**config.mk**
```make
export PLATFORM = sky130hd
export DESIGN_NAME = bcd_serial_addsub_disp
export DESIGN_NICKNAME = d
export VERILOG_FILES = /design/src/rtl/bcd_serial_addsub_disp.sv
export SDC_FILE = /design/constraint.sdc
export NUM_CORES = 1
export LEC_CHECK = 0
export BUFFER_PORTS_ARGS = -buffer_cell sky130_fd_sc_hd__buf_4
export CELL_PAD_IN_SITES_DETAIL_PLACEMENT = 0
export CELL_PAD_IN_SITES_GLOBAL_PLACEMENT = 1
export CORE_ASPECT_RATIO = 1.25
export CORE_MARGIN = 2
export CORE_UTILIZATION = 40
export DETAILED_ROUTE_END_ITERATION = 8
export GPL_TIMING_DRIVEN = 0
export PLACE_DENSITY_LB_ADDON = 0.1
export REMOVE_ABC_BUFFERS = 1
export SYNTH_ARGS = -nofsm -noshare
export SYNTH_HDL_FRONTEND = slang
export SYNTH_SLANG_ARGS = --single-unit
```
**constraint.sdc**
```tcl
create_clock -name Clock -period 5.7 [get_ports Clock]
set_input_delay 0.57 -clock Clock [delete_from_list [all_inputs] [get_ports Clock]]
set_output_delay 0.57 -clock Clock [all_outputs]
set_load 0.01 [all_outputs]
```
**src/rtl/bcd_serial_addsub_disp.sv**
```systemverilog
// Multi-digit BCD adder/subtractor that resolves one decimal digit per clock
// and drives one active-low 7-segment display per result digit.
module bcd_serial_addsub_disp #(
    parameter int DIGITS        = 2,
    parameter bit BLANK_LEADING = 1'b0
) (
    input  logic                  Clock,
    input  logic                  Reset,
    input  logic                  start,
    input  logic                  sub,
    input  logic                  ci,
    input  logic [4*DIGITS-1:0]   A,
    input  logic [4*DIGITS-1:0]   B,
    output logic                  busy,
    output logic                  done,
    output logic [4*DIGITS-1:0]   sum,
    output logic                  cout,
    output logic                  err,
    output logic [7*DIGITS-1:0]   HEX,
    output logic [1:0]            fsm_state
);

    localparam int W  = 4 * DIGITS;
    localparam int IW = (DIGITS > 1) ? $clog2(DIGITS) : 1;

    // Handshake: start is sampled only in IDLE; busy is high for exactly DIGITS
    // cycles while digits are processed; done is a one-cycle pulse marking the
    // cycle in which sum/cout/err have just been loaded. start during RUN/DONE
    // is dropped.
    typedef enum logic [1:0] {
        IDLE = 2'd0,
        RUN  = 2'd1,
        DONE = 2'd2
    } state_t;

    state_t state, state_next;

    logic [W-1:0]  a_r, b_r, work;
    logic          sub_r, c_r, bad_r;
    logic [IW-1:0] idx;

    logic [3:0]    b_adj, dig;
    logic [4:0]    t;
    logic          c_next, last;
    logic [W+3:0]  wide;
    logic [W-1:0]  work_next;

    function automatic logic any_bad(input logic [W-1:0] v);
        logic r;
        r = 1'b0;
        for (int i = 0; i < DIGITS; i++) begin
            if (v[4*i +: 4] > 4'd9) r = 1'b1;
        end
        return r;
    endfunction

    function automatic logic [6:0] seg(input logic [3:0] d);
        logic [6:0] s;
        case (d)
            4'd0:    s = 7'h40;
            4'd1:    s = 7'h79;
            4'd2:    s = 7'h24;
            4'd3:    s = 7'h30;
            4'd4:    s = 7'h19;
            4'd5:    s = 7'h12;
            4'd6:    s = 7'h02;
            4'd7:    s = 7'h78;
            4'd8:    s = 7'h00;
            4'd9:    s = 7'h10;
            default: s = 7'h7F;
        endcase
        return s;
    endfunction

    // Operands shift right each RUN cycle, so the active digit is always at [3:0].
    always_comb begin
        b_adj     = sub_r ? (4'd9 - b_r[3:0]) : b_r[3:0];
        t         = {1'b0, a_r[3:0]} + {1'b0, b_adj} + {4'b0000, c_r};
        if (t > 5'd9) begin
            dig    = 4'(t - 5'd10);
            c_next = 1'b1;
        end else begin
            dig    = t[3:0];
            c_next = 1'b0;
        end
        wide      = {dig, work};
        work_next = wide[W+3:4];
        last      = (idx == IW'(DIGITS - 1));
    end

    always_comb begin
        state_next = state;
        busy       = 1'b0;
        done       = 1'b0;
        case (state)
            IDLE: if (start) state_next = RUN;
            RUN: begin
                busy = 1'b1;
                if (last) state_next = DONE;
            end
            DONE: begin
                done       = 1'b1;
                state_next = IDLE;
            end
            default: state_next = IDLE;
        endcase
    end

    assign fsm_state = state;

    always_ff @(posedge Clock) begin
        if (Reset) state <= IDLE;
        else       state <= state_next;
    end

    always_ff @(posedge Clock) begin
        if (Reset) begin
            a_r   <= '0;
            b_r   <= '0;
            work  <= '0;
            sub_r <= 1'b0;
            c_r   <= 1'b0;
            bad_r <= 1'b0;
            idx   <= '0;
            sum   <= '0;
            cout  <= 1'b0;
            err   <= 1'b0;
        end else begin
            case (state)
                IDLE: begin
                    if (start) begin
                        a_r   <= A;
                        b_r   <= B;
                        sub_r <= sub;
                        c_r   <= sub ? ~ci : ci;
                        bad_r <= any_bad(A) | any_bad(B);
                        idx   <= '0;
                        work  <= '0;
                    end
                end
                RUN: begin
                    a_r  <= a_r >> 4;
                    b_r  <= b_r >> 4;
                    c_r  <= c_next;
                    work <= work_next;
                    idx  <= idx + IW'(1);
                    // Outputs update only here, so no partial result is ever visible.
                    if (last) begin
                        if (bad_r) begin
                            sum  <= '0;
                            cout <= 1'b0;
                            err  <= 1'b1;
                        end else begin
                            sum  <= work_next;
                            cout <= sub_r ? ~c_next : c_next;
                            err  <= 1'b0;
                        end
                    end
                end
                default: ;
            endcase
        end
    end

    // Scan from the most significant digit; a digit is leading-zero while all above are zero.
    always_comb begin
        logic       hi_zero;
        logic [3:0] d;
        HEX     = '0;
        hi_zero = 1'b1;
        for (int i = DIGITS - 1; i >= 0; i--) begin
            d       = sum[4*i +: 4];
            hi_zero = hi_zero & (d == 4'd0);
            if (BLANK_LEADING && (i > 0) && hi_zero) HEX[7*i +: 7] = 7'h7F;
            else                                     HEX[7*i +: 7] = seg(d);
        end
    end

endmodule

```
==> After elaboration in Yosys (flattened, before gate mapping) <==
Memories as Yosys holds them, arrays and structs flattened. A register that Yosys moved wholly into a read port is not among the register bits.
Index checks and enable logic that the tools add are counted.
{ "word_totals": {"in_bits": 21, "ff_bits": 40, "out_inout_bits": 28, "rom_bits": 224, "memories": 2, "elab_cells": 73, "ramBits": 0, "latchBits": 0} }
{ "mem_list": {"columns": ["memory", "words", "width", "read_ports", "rd_clocked_by_memory_dff", "wr", "line_no", "text"], "rows": [
  ["(name not given)", 16, 7, 1, 1, 0, "59", "case (d)"],
  ["(name not given)", 16, 7, 1, 1, 0, "59", null]
]} }
{ "classes": {"reduce_logical": 6, "add_sub_neg": 5, "bitwise": 3, "n_div": 0, "eq_ne": 4, "n_mul": 0, "n_lt_le_gt_ge": 5, "shifts": 0, "muxes": 37} }
{ "op_table": {"columns": ["cell", "n"], "rows": [
  ["$pmux W8 S2", 3],
  ["$mux W8", 4],
  ["$mux W4", 6],
  ["$mux W1", 19],
  ["$gt A4 B4 Y1 const B", 4],
  ["$reduce_and A2 Y1", 4],
  ["$add A4 B4 Y5", 1],
  ["$add A5 B1 Y5", 1],
  ["$gt A5 B4 Y1 const B", 1],
  ["$mux W2", 2],
  ["$ne A2 B2 Y1 const B", 2],
  ["$pmux W1 S2", 2],
  ["$pmux W2 S2", 1],
  ["$sub A4 B4 Y4 const A", 1],
  ["$sub A4 B4 Y4 const B", 1],
  ["$eq A2 B1 Y1 const B", 1],
  ["$eq A2 B2 Y1 const B", 1],
  ["$logic_not A2 Y1", 1],
  ["$not A1 Y1", 2],
  ["$reduce_bool A2 Y1", 1],
  ["$add A1 B1 Y1 const B", 1],
  ["$or A1 B1 Y1", 1]
]} }

==> Depth between registers and ports, before layout <==
Gate-level depths: netlist of the first run.
{ "logic_depth": {"ltp_word": 9, "ltp_mapped": 18, "ltp_nobuf": 18} }

==> Worst setup path after synthesis of the first run <==
Ideal clock, no wire load.
{ "synth_timing": {"path_kind": "flip-flop to flip-flop", "startpoint": "register sub_r", "endpoint": "register, netlist name HEX[11]", "setup_ps": 95, "synth_period_minus_slack_ps": 3320, "path_buffers": 0, "t_required_ps": 5605, "path_stages_with_launch": 18, "arrival_ps": 3224, "path_slack_ps": 2380, "cell_sequence": "dfxtp_1 > xnor2_1 > fa_1 > inv_1 > fa_1 > xor2_2 > inv_2 > ha_1 > nand2_1 > o31ai_2 > nor4_1 > nor3_1 > a21oi_1 > inv_1 > ha_1 > inv_1 > mux2i_1 > a221oi_1"} }
{ "synth_via": {"elab_chain_len": 8, "elab_cells_between_ends": 9, "classes_between": "add/sub: 3; order compare: 1; mux: 5"} }
{ "synth_lines": {"columns": ["item", "line_no", "text"], "rows": [
  ["from (decl)", "39", "logic sub_r, c_r, bad_r;"],
  ["from (signal assigned)", "134", "sub_r <= sub;"],
  ["$mux W4 *", "77", "b_adj = sub_r ? (4'd9 - b_r[3:0]) : b_r[3:0];"],
  ["$add A4 B4 Y5 *", "78", "t = {1'b0, a_r[3:0]} + {1'b0, b_adj} + {4'b0000, c_r};"],
  ["$add A5 B1 Y5 *", "78", null],
  ["$sub A4 B4 Y4 / $gt A5 B4 Y1 (equally long branches)", "80, 79", null],
  ["$mux W4 *", "79", "if (t > 5'd9) begin"],
  ["$mux W8 *", "149", "if (bad_r) begin"],
  ["$mux W4 (no line) * (2 in series)", null, null]
]} }
Mark *: on every way between the ends. The rest lies on a longest branch, timed or not.
A chain may end at the register's enable or synchronous reset.

==> Worst setup path after layout of the first run <==
{ "layout_timing": {"startpoint": "register sub_r", "endpoint": "register, netlist name HEX[11]"} }
{ "layout_via": {"elab_chain_len": 8, "elab_cells_between_ends": 9, "classes_between": "add/sub: 3; order compare: 1; mux: 5"} }
{ "layout_lines": {"columns": ["item", "line_no"], "rows": [
  ["$mux W4 *", "77"],
  ["$add A4 B4 Y5 *", "78"],
  ["$add A5 B1 Y5 *", "78"],
  ["$sub A4 B4 Y4 / $gt A5 B4 Y1 (equally long branches)", "80, 79"],
  ["$mux W4 *", "79"],
  ["$mux W8 *", "149"],
  ["$mux W4 (no line) * (2 in series)", null]
]} }
Marked as above.

==> results of run 1 <==
## how the worst min path moves through the flow
stage / from / to
floorplan: work[6] / work[6]
global placement: work[6] / work[6]
detailed placement: b_r[5] / b_r[5]
CTS: b_r[5] / b_r[5]
global route: b_r[5] / b_r[5]
finish: b_r[5] / b_r[5]
## final cells by class
class	instances	share of cell area, %
Inverter	16	1.95
Timing Repair Buffer	48	11.7
Sequential cell	50	32.4
Clock inverter	2	0.568
Tap cell	85	3.45
Multi-Input combinational cell	222	47.2
Clock buffer	6	2.68
## cells in the mapped netlist (3+ instances only)
library cell  number
a2111oi_0          3
a21o_1             4
a21oi_1           25
a221oi_1           3
a311oi_1           8
a31oi_1            4
buf_1              3
buf_2              3
clkbuf_1          10
dfxtp_1           50
ha_1              15
inv_1             15
mux2i_1            4
nand2_1           45
nand2b_1           5
nand3_1           14
nor2_1            24
nor3_1             5
o21ai_0           16
or3_1              5
xnor2_1            3
## sequential cells by signal, summed over array words and instances (netlist names)
name / cells
HEX: 14
a_r: 8
b_r: 8
bad_r: 1
c_r: 1
cout: 1
err: 1
fsm_state: 2
idx: 1
sub_r: 1
sum: 8
work: 4
## metrics by stage
step,instance area (µm²),power [mW]
6_report,3090,0.822
5_1_grt,3090,0.880
4_1_cts,3090,0.830
3_5_place_dp,2990,0.608
3_3_place_gp,2980,0.606
2_1_floorplan,2510,0.542
## report_power, final
part,switching (mW),total [mW],internal [mW],leakage (nW)
sequential,0.0140,0.385,0.371,0.407
combinational,0.125,0.213,0.0872,0.833
clock,0.124,0.224,0.100,0.0514
## tightest hold or removal path, delay by kind of cell, from the launching register on
family / cells / cell delay [ns]
AOI/OAI and AO/OA: 1 / 0.06
DFF: 1 / 0.32
and+or+nand+nor: 1 / 0.06
## layer usage
layer | share of wire [%] | GRT usage (%)
met5 | 0 | 0
met4 | 1.3 | 5.26
met3 | 3.7 | 3.65
met2 | 51 | 30.0
met1 | 44 | 20.5
## cells in the final DEF, fill, tap and decap left out, drive strengths merged, types with 2 or more instances in the layout
cell     instances
mux2i            4
o31ai            3
a22oi            2
nand3           14
or3              5
xnor2            3
nor2            24
clkbuf           6
a21o             4
a2111oi          5
nand2           45
buf             48
nor4             2
inv             16
a21oi           26
fa               2
a311oi           8
clkinv           2
ha              15
a31oi            5
a221oi           3
o21ai           18
dfxtp           50
nor3             6
nand2b           5
## cell families (layout without fill, tap and decap cells)
group	count (synthesis)	count (layout)	synth area share (%)
flops	50	50	38.9
buf+inv	32	72	4.81
mux	4	4	1.55
compound gates	84	84	22.5
xor+xnor	4	4	1.65
fa+ha+maj	17	17	8.84
simple gates	113	113	21.8
==> impl_metrics.tcl, run 1 <==
set metrics [dict create \
    initialDrtViolationCount 37 \
    hold_buffers 0 \
    grt_pass1_wl_mm 9.57 \
    diodes 0 \
    gr-total-overflow 0 \
    cp-start-kind "register" \
    crit_slowest_cell "dfxtp_1" \
    die_w_um 75.8 \
    fin_worst_skew_ns 0.00531 \
    cts_max_level 2 \
    synth.avg_cell_area_um2 8.47 \
    core_area_um2 6210 \
    synth_seq_cells 50 \
    hold_depth 2 \
    port_buffers 48 \
    dp.cells 421 \
    cts.repair.resized 0 \
    final_util_pct 49.7 \
    tightestPinTransition_ns 1.15 \
    rows 32 \
    multi_input_area_um2 1460 \
    place.gp.congestion 0.801 \
    fin_setup_tns_ns 0 \
    drc_errors 0 \
    grt_pass1_vias 2127 \
    cp-end-kind "register" \
    yosys-top-cells-area "dfxtp_1, ha_1, nand2_1, a21oi_1, nor2_1" \
    max_cap_viol_count 0 \
    drv_slew 0 \
    worstPathMaxFanout 7 \
    cp.depth 17 \
    die_h_um 93.7 \
    critical-path-max-stage-delay_ns 0.45 \
    fillers 653 \
    vias_per_cell 5.24 \
    critPathLaunch "sub_r" \
    syn_area_um2 2580 \
    clock_latency_ns 0.31 \
    whs_ns 0.473 \
    firstDrtPassIters 4 \
    ys_seq_area_share_pct 38.9 \
    syn_inst 304 \
    place_ws_ns 1.91 \
    synth.top_cell.area_share_pct 38.9 \
    yosys.area.top_type "dfxtp_1" \
    die_area_um2 7100 \
    path_buf_inv 4 \
    via_count 2248 \
    synth-edff-count 0 \
    r2r-start "sub_r" \
    crit_end "HEX[11]" \
    path_clk_slew_ns 0.09 \
    hold_viol_final 0 \
    ys.flop_type "dfxtp_1" \
    min_path_type "register to register" \
    ir_drop_v 0.000133 \
    antenna_found_initial 0 \
    rrSetupSlack_ns 1.92 \
    cts.sinks 50 \
    worstPathCellList "xnor2_1, fa_1, inv_1, fa_1, xor2_2, inv_2, ha_1, nand2_1, o31ai_2, nor4_1, nor3_1, a21oi_1, inv_1, ha_1, inv_1, mux2i_1, a221oi_1" \
    grt_max_degree 48 \
    period_share_pct 66.2 \
    yosys_warnings 0 \
    wirelength_mm 5.52 \
    dp_hpwl_mm 3.92 \
    post_synth_num_cell_types 56 \
    cts_tree "built" \
    routedWlPerCell_um 12.9 \
    worstPathArrival_ns 4.00 \
    fin_cells 429 \
    drive_above_1_share_pct 20.3 \
    r2r_cells 17 \
    post_cts_buffers 0 \
    io-pin-count 49 \
    critPathTopFamily "adder cells" \
    cts_buffers 5 \
    path_class "register to register" \
    seqCellArea_um2 1000 \
    period_needed_ns 3.78 \
    slew_headroom_pct 23.2 \
    syn2layout_area_growth_pct 19.8 \
    fmax_ghz 0.265 \
    fin_ws_ns 1.92 \
    p_leak_nw 1.29 \
    start_util_pct 41.5 \
    required_ns 5.92 \
    clockRootBuffer "clkbuf_8" \
    async_reset_ff_share_pct 0 \
    setup_viol 0 \
    reg2reg_to "HEX[11]" \
    status "finished clean" \
    nets 381 \
    grtUsageTotal_pct 17.2 \
    p_per_area_nw_per_um2 266 \
    crit_top_cell "inv_1" \
    rsz0062_at_grt "false" \
    drtAntennaViolNets 0 \
    clock_path_buffers 2 \
]
(Power assumes the default switching activity.)
==> run 2: changes to the inputs <==
Settings changed: CORE_UTILIZATION 40 to 37.
Clock period 5.7 ns to 3.05 ns, I/O delays scaled along.
==> impl_metrics.tcl, run 2 (synthesis gave the netlist of run 1 again) <==
set metrics [dict create \
    setup_viol 5 \
    hold_viol_final 0 \
    grtUsageTotal_pct 16.6 \
    port_buffers 48 \
    p_per_area_nw_per_um2 499 \
    die_area_um2 7650 \
    grt_pass1_wl_mm 10.4 \
    gr-total-overflow 0 \
    worstPathMaxFanout 5 \
    period_share_pct 102 \
    fin_cells 453 \
    io-pin-count 49 \
    min_path_type "input pin to register" \
    largest_register_ffs 14 \
    wirelength_mm 6.27 \
    syn2layout_area_growth_pct 34.6 \
    initialDrtViolationCount 84 \
    cts_tree "built" \
    nets 400 \
    clock_path_buffers 2 \
    critPathLaunch "sub_r" \
    vias_per_cell 5.22 \
    routedWlPerCell_um 13.8 \
    violations "negative setup slack" \
    fin_worst_skew_ns 0.00884 \
    tightestPinTransition_ns 1.17 \
    antenna_found_initial 0 \
    hold_buffers 0 \
    status "finished with violations" \
    max_cap_viol_count 0 \
    r2r-start "sub_r" \
    cts.sinks 50 \
    drv_slew 0 \
    grt_max_degree 48 \
    grt_pass1_vias 2264 \
    fmax_ghz 0.322 \
    diodes 0 \
    cts_buffers 5 \
    dp.cells 426 \
    cts_max_level 2 \
    die_w_um 78.6 \
    hp-start "B[4]" \
    via_count 2366 \
    rsz0062_at_grt "true" \
    slew_headroom_pct 22.0 \
    dp_hpwl_mm 4.08 \
    clock_latency_ns 0.31 \
    period_needed_ns 3.11 \
    cp-end-kind "register" \
    cp-start-kind "register" \
    die_h_um 97.3 \
    start_util_pct 37.6 \
    whs_ns 0.231 \
    worstPathArrival_ns 3.30 \
    total_power_mw 1.73 \
    firstDrtPassIters 4 \
    clockRootBuffer "clkbuf_8" \
    drive_above_1_share_pct 33.6 \
    path_clk_slew_ns 0.10 \
    core_area_um2 6850 \
    required_ns 3.24 \
    drc_errors 0 \
    final_common_cell "buf_4" \
    rows 34 \
    drtAntennaViolNets 0 \
    path_class "register to register" \
    p_leak_nw 1.40 \
    final_cell_mix "buf_4, dfxtp_1, nand2_1" \
    ir_drop_v 0.000199 \
    place.gp.congestion 0.830 \
    fin_ws_ns -0.0575 \
]
## run 2: cell types whose count changed in the layout (fill, tap and decap cells not counted), sizes merged
cell      delta
clkinv       -1
buf         +19
clkinvlp     +1
## run 2: what timing repair did
| item | CTS | global route |
|---|---|---|
| setup buffers | 14 | 6 |
| pin swaps | 19 | 19 |
| endpoints found under the setup margin | 13 | 11 |
| resized for setup | 40 | 12 |
## run 2: stage by stage
stage	setup slack [ns]	utilization [%]	TNS [ns]	area [µm²]
floorplan	-0.269	-	-0.969	2510
global placement	-0.764	43.6	-5.09	2990
detailed placement	-0.817	43.7	-5.23	2990
CTS	-0.0625	49.3	-0.300	3380
global route	-0.175	50.6	-1.11	3470
finish	-0.0575	50.6	-0.240	3470
## run 2: where the power goes
group          switching [mW]  internal (mW)
Combinational           0.330          0.268
Sequential             0.0254          0.695
Clock                   0.230          0.183
## run 2: area by class of cell
type | instances | area [µm²]
clock buffer | 6 | 82.6
clock inverter | 2 | 12.5
fill | 695 | 3380
inverter | 16 | 60.1
multi-input combinational | 222 | 1680
sequential | 50 | 1010
tap | 90 | 113
timing repair buffer | 67 | 514
## run 2: worst paths after layout
path / to / slack, ns / depth (start not counted)
max: HEX[13] / -0.06 / 10
max reg2reg: HEX[13] / -0.06 / 10
min reg2reg: a_r[6] / 0.47 / 2
min: b_r[4] / 0.23 / 3
## run 2: critical path: stages, from the launching register on
cell and delay (ns):
dfxtp_4 0.36, xnor2_2 0.13, fa_2 0.37, inv_2 0.07, fa_2 0.47, buf_6 0.16
o31ai_4 0.35, nor4_4 0.07, or4b_4 0.54, nor4b_4 0.38, nor3_1 0.09
## run 2: routing by layer
| metal | part of all wire, % | global-route usage (%) |
|---|---|---|
| met1 | 44 | 19.3 |
| met2 | 52 | 30.8 |
| met3 | 3.2 | 2.60 |
| met4 | 1.6 | 4.72 |
| met5 | 0 | 0 |
